`src/rtl/pmod_debounce.sv`:
```
// pmod_debounce: two-channel synchroniser + debouncer for the PMOD operand
// pins of the 2-bit adder demo. Each channel accepts a new level only after
// DEBOUNCE_CYCLES consecutive stable synchronised samples. It then presents a
// clean registered level plus one-cycle rise/fall strobes.

module pmod_debounce #(
    parameter int unsigned DEBOUNCE_CYCLES = 120000,
    parameter int unsigned CNT_W           = 17
) (
    input  logic CLK,
    input  logic RST,
    input  logic PMOD1,
    input  logic PMOD2,
    output logic OUT1,
    output logic OUT2,
    output logic RISE1,
    output logic RISE2,
    output logic FALL1,
    output logic FALL2
);

    typedef enum logic [1:0] {
        LOW,
        RISE_WAIT,
        HIGH,
        FALL_WAIT
    } state_t;

    // Terminal count: the sample that completes DEBOUNCE_CYCLES stable samples
    // after the one that opened the wait state.
    localparam logic [CNT_W-1:0] CNT_LAST = CNT_W'(DEBOUNCE_CYCLES - 1);
    localparam logic [CNT_W-1:0] CNT_ONE  = CNT_W'(1);

    logic [1:0] pins;
    assign pins = {PMOD2, PMOD1};

    for (genvar ch = 0; ch < 2; ch++) begin : chan
        logic             s1;
        logic             s;
        state_t           state;
        logic [CNT_W-1:0] cnt;
        logic             level;
        logic             rise;
        logic             fall;

        // Two-flop synchroniser bringing the raw pin into the CLK domain.
        // NOTE: sequential state uses non-blocking (<=) so every flop samples
        // the pre-edge value of its source; blocking here would collapse the
        // two synchroniser stages into one.
        always_ff @(posedge CLK or posedge RST) begin
            if (RST) begin
                s1 <= 1'b0;
                s  <= 1'b0;
            end else begin
                s1 <= pins[ch];
                s  <= s1;
            end
        end

        // Debounce FSM with registered level and single-cycle edge strobes.
        always_ff @(posedge CLK or posedge RST) begin
            if (RST) begin
                state <= LOW;
                cnt   <= '0;
                level <= 1'b0;
                rise  <= 1'b0;
                fall  <= 1'b0;
            end else begin
                // Strobes default low and are raised only on the accepting edge.
                rise <= 1'b0;
                fall <= 1'b0;
                case (state)
                    LOW: begin
                        if (s) begin
                            state <= RISE_WAIT;
                            cnt   <= '0;
                        end
                    end
                    RISE_WAIT: begin
                        if (!s) begin
                            state <= LOW;
                        end else if (cnt == CNT_LAST) begin
                            state <= HIGH;
                            level <= 1'b1;
                            rise  <= 1'b1;
                        end else begin
                            cnt <= cnt + CNT_ONE;
                        end
                    end
                    HIGH: begin
                        if (!s) begin
                            state <= FALL_WAIT;
                            cnt   <= '0;
                        end
                    end
                    FALL_WAIT: begin
                        if (s) begin
                            state <= HIGH;
                        end else if (cnt == CNT_LAST) begin
                            state <= LOW;
                            level <= 1'b0;
                            fall  <= 1'b1;
                        end else begin
                            cnt <= cnt + CNT_ONE;
                        end
                    end
                    default: state <= LOW;
                endcase
            end
        end
    end

    assign OUT1  = chan[0].level;
    assign OUT2  = chan[1].level;
    assign RISE1 = chan[0].rise;
    assign RISE2 = chan[1].rise;
    assign FALL1 = chan[0].fall;
    assign FALL2 = chan[1].fall;

endmodule

```
`config.mk`:
```
export PLATFORM = sky130hd
export DESIGN_NAME = pmod_debounce
export DESIGN_NICKNAME = d
export VERILOG_FILES = /design/src/rtl/pmod_debounce.sv
export SDC_FILE = /design/constraint.sdc
export NUM_CORES = 1
export LEC_CHECK = 0
export CORE_ASPECT_RATIO = 1.5
export CORE_MARGIN = 2
export CORE_UTILIZATION = 40
export CTS_BUF_LIST = sky130_fd_sc_hd__clkbuf_4
export DETAILED_ROUTE_END_ITERATION = 10
export DONT_BUFFER_PORTS = 1
export SYNTH_ARGS = -nofsm -noshare
export SYNTH_HDL_FRONTEND = slang
export SYNTH_SLANG_ARGS = --single-unit
```
`constraint.sdc`:
```
create_clock -name CLK -period 2.3 [get_ports CLK]
set_input_delay 0.345 -clock CLK [delete_from_list [all_inputs] [get_ports CLK]]
set_output_delay 0.345 -clock CLK [all_outputs]
set_load 0.03 [all_outputs]
```
# Word-level counts from Yosys, hierarchy flattened
# Cells that the tools add are included.
[word_totals] inputBits=4 out_inout_bits=6 elab_cells=96 reg_bits=48
[op_classes] muxes=46 add_sub_neg=2 n_reduce_logical=10 eq_ne=24
[op_table] operator="$mux 17" count=10
[op_table] operator="$pmux 17 s4" count=2
[op_table] operator="$add 17x1->17 const B" count=2
[op_table] operator="$eq 17x17->1 const B" count=2
[op_table] operator="$mux 2" count=12
[op_table] operator="$ne 2x2->1 const B" count=12
[op_table] operator="$mux 1" count=18
[op_table] operator="$pmux 2 s4" count=2
[op_table] operator="$reduce_and 4->1" count=4
[op_table] operator="$ne 3x3->1 const B" count=4
[op_table] operator="$reduce_and 5->1" count=2
[op_table] operator="$eq 2x2->1 const B" count=4
[op_table] operator="$eq 2x1->1 const B" count=2
[op_table] operator="$logic_not 2->1" count=2
[op_table] operator="$pmux 1 s2" count=2
[op_table] operator="$reduce_bool 2->1" count=2

# Logic depth before layout (Yosys ltp)
[depth] word_depth=4 depth_mapped=8 ltp_nobuf=7

# Worst setup path before layout
# Ideal clock, no wire load.
[synth_timing] path_kind="reg2reg" startpoint="register chan[1].cnt[13]" endpoint="register chan[1].cnt[9]" t_arrival_ps=2048 path_stages_with_launch=7 setup_slack_ps=116 setup_time_ps=136 n_path_buf=0 required_ps=2164 period_less_slack_ps=2184 cell_sequence="dfrtp_1 or4b_1 or4b_4 o31ai_4 inv_2 nand4b_1 o211ai_1"
[synth_between] elab_chain_cells=4 elab_cells_between_ends=5 classes_between="eq/ne: 1; mux: 4"
[synth_rtl] element="start: declaration" line_no="41" source="logic [CNT_W-1:0] cnt;"
[synth_rtl] element="start signal: assignment" line_no="87" source="cnt <= cnt + CNT_ONE;"
[synth_rtl] element="start signal: assignment" line_no="104" source="cnt <= cnt + CNT_ONE;"
[synth_rtl] element="$eq 17x17->1 (*)" line_no="82, 99"
[synth_rtl] element="$mux 17 (*)"
[synth_rtl] element="$mux 17, on equally long branches"
[synth_rtl] element="$pmux 17 s4 (*)"
# Mark *: on every way between the ends. The rest lies on a longest branch, timed or not. The select of a mux whose other input is x is not followed.
# A chain may end at the register's enable or synchronous reset.

# Worst setup path after layout
# Ends and elaborated chain as after synthesis.

==> results.json <==
{
  "placementRows": 34,
  "dpl.cell_count": 339,
  "power_w": 0.00144,
  "synth_edf_count": 0,
  "grt.overflow.total": 0,
  "setup_violations": 0,
  "drt_iter0_drc": 102,
  "grt_pass1_wl_um": 9500,
  "wl_per_cell_um": 15.8,
  "hold_path_class": "flip-flop to flip-flop",
  "multiInputGateArea_um2": 1180,
  "cts_root_buf": "clkbuf_4",
  "synth_nets": 261,
  "antenna_cells": 0,
  "power.density_nw_per_um2": 512,
  "rsz0062_at_grt": "no",
  "grt_max_degree": 29,
  "htreeDepth": 2,
  "avgSynthCellArea_um2": 9.57,
  "yosys_most_used_dff": "dfrtp_1",
  "crit_fanout": 6,
  "arrival_ns": 2.47,
  "critPathRequiredTime_ns": 2.55,
  "hpwl_um": 4050,
  "comb_power_share_pct": 9.3,
  "seqCellArea_um2": 1200,
  "area_growth_pct": 15.0,
  "max_cap_violations": 0,
  "die_w_um": 67.8,
  "vdd_ir_drop_max_mv": 0.283,
  "finalHoldViolations": 0,
  "clkPwrFrac_pct": 27.5,
  "viasPerCell": 5.70,
  "cts_tree": "built",
  "synth_cell_type_count": 46,
  "path_cells": "or4b_4, or4b_4, o31ai_4, buf_12, inv_2, nand4b_1, o211ai_1",
  "critical_path.max_stage_delay_ns": 0.53,
  "yosysSeqAreaShare_pct": 49.2,
  "fin_worst_skew_ns": 0.0116,
  "io_buffers": 0,
  "cpMaxStageDelayCell": "or4b_4",
  "fmax_mhz": 450,
  "switching_share_pct": 26.4,
  "final_cell_mix": "dfrtp_1 (48), nand2_1 (33), o21ai_0 (26), buf_4 (24), nand3_1 (16)",
  "placed_area_um2": 2660,
  "period_minus_slack_ns": 2.22,
  "finalMaxSlewViolations": 0,
  "ys_warn_count": 0,
  "drive_above_1_share_pct": 15.6,
  "p_leak_nw": 1.19,
  "firstDrtPassIters": 4,
  "clkTransAtPathRegs_ns": 0.14,
  "synth_area_um2": 2440,
  "p_sw_w": 0.000379,
  "finalSetupTns_ns": 0,
  "finalInstanceArea_um2": 2810,
  "fill_cells": 534,
  "crit_top_cell": "or4b_4",
  "antenna_found_initial": 0,
  "clockBufferDepth": 2,
  "track_usage_pct": 18.5,
  "start_util_pct": 41.9,
  "ys_ff_latch": 48,
  "endpoint_kind": "flip-flop",
  "core_area_um2": 5830,
  "layout_commonest_cell": "dfrtp_1",
  "p_seq_share_pct": 63.2,
  "remaining_drc_errors": 0,
  "io_pins": 10,
  "whs_ns": 0.348,
  "final_antenna_net_count": 0,
  "grt_pass1_vias": 1972,
  "crit_type": "flip-flop to flip-flop",
  "clock-sinks": 48,
  "synthArstFlopShare_pct": 100,
  "clk_latency_ns": 0.37,
  "num-nets-final": 287,
  "gp_congestion": 0.843,
  "period_share_pct": 96.7,
  "wirelength_um": 5600,
  "netlist_instances": 255,
  "fin_cells": 354,
  "die_y_um": 99.7,
  "p_int_w": 0.00106,
  "status": "finished, final reports clean",
  "cts_buffers": 5,
  "slew_headroom_pct": 60.2,
  "tightestPinTransition_ns": 0.596,
  "die_area_um2": 6750,
  "via_count": 2019,
  "ff2ff_setup_slack_ns": 0.08,
  "crit_path_start_kind": "flip-flop"
}
critical path, delay by kind of cell, from the launching register on:
| family | cells | cell delay, ns |
|---|---|---|
| simple gates | 3 | 1.14 |
| flops | 1 | 0.40 |
| compound gates | 2 | 0.35 |
| buf+inv | 2 | 0.21 |
final cells by class:
type,instances,area share (%)
Clock buffer,6,1.61
Clock inverter,2,0.401
Multi-Input combinational cell,190,41.9
Sequential cell,48,42.8
Inverter,7,0.937
Tap cell,72,3.21
Timing Repair Buffer,29,9.10
sequential cells by signal (all words and copies together), names as in the netlist, 2 cells and up, named ones only:
signal	count
chan.s	2
chan.state	2
chan.s1	2
chan.cnt	34
worst paths after layout:
kind / endpoint / start / depth (start not counted)
worst max-delay path: chan[1].cnt[9] / chan[1].cnt[13] / 7
worst min-delay path: chan[1].s / chan[1].s1 / 0
worst min register to register: chan[1].s / chan[1].s1 / 0
min in group asynchronous: OUT2 / RST / 2
max in group asynchronous: chan[0].cnt[3] / RST / 3
worst max register to register: chan[1].cnt[9] / chan[1].cnt[13] / 7
timing repair:
action                     in CTS  in global routing
buffers inserted                0                  3
hold buffers                    3                  0
hold endpoints to repair       28                  0
gates resized for setup         0                  2
setup endpoints to repair       0                  9
synth_stat cells (4+ instances only):
| library cell | number | area (um^2) |
|---|---|---|
| inv_1 | 6 | 22.5 |
| nor3_1 | 7 | 35.0 |
| clkbuf_1 | 9 | 33.8 |
| o41ai_1 | 5 | 43.8 |
| or4_1 | 5 | 37.5 |
| dfrtp_1 | 48 | 1200 |
| and2_1 | 6 | 37.5 |
| a21oi_1 | 4 | 20.0 |
| o21ai_0 | 26 | 130 |
| o31ai_1 | 10 | 75.1 |
| nor2_1 | 10 | 37.5 |
| nand2_1 | 33 | 124 |
| a31oi_1 | 6 | 37.5 |
| and3_1 | 4 | 25.0 |
| nand4_1 | 8 | 50.1 |
| nand3_1 | 16 | 80.1 |
layer usage:
layer / vias to the layer above / wire, um / global-route usage, %
met5: - / 0 / 0
met4: 0 / 119 / 7.08
met3: 9 / 77 / 2.83
met2: 16 / 3120 / 34.0
met1: 983 / 2280 / 20.7
li1: 1011 / - / -
power groups by stage:
stage / registers (W) / logic, W / clock network, W
finish: 0.000906 / 0.000134 / 0.000395
global route: 0.000913 / 0.000151 / 0.000457
CTS: 0.000906 / 0.000128 / 0.000418
detailed placement: 0.000923 / 0.000124 / 0
global placement: 0.000922 / 0.000121 / 0
floorplan: 0.000903 / 0.0000928 / 0
cells by family (layout without fill, tap and decap cells):
kind of cell / count (synthesis) / count (layout) / share of synthesized area [%]
fa+ha+maj: 2 / 2 / 1.03
simple gates: 110 / 110 / 24.7
mux: 4 / 4 / 1.69
buf+inv: 17 / 44 / 2.92
compound gates: 71 / 71 / 19.4
xor+xnor: 3 / 3 / 1.08
flops: 48 / 48 / 49.2
per-stage QoR:
| step | setup slack, ns | util, % |
|---|---|---|
| after floorplan | 0.116 | - |
| after global placement | 0.0753 | 45.7 |
| after detailed placement | 0.0547 | 45.7 |
| after CTS | 0.0318 | 47.2 |
| after global routing | 0.00373 | 48.1 |
| final | 0.0760 | 48.1 |
No activity file was read; power rests on OpenSTA's default activity.
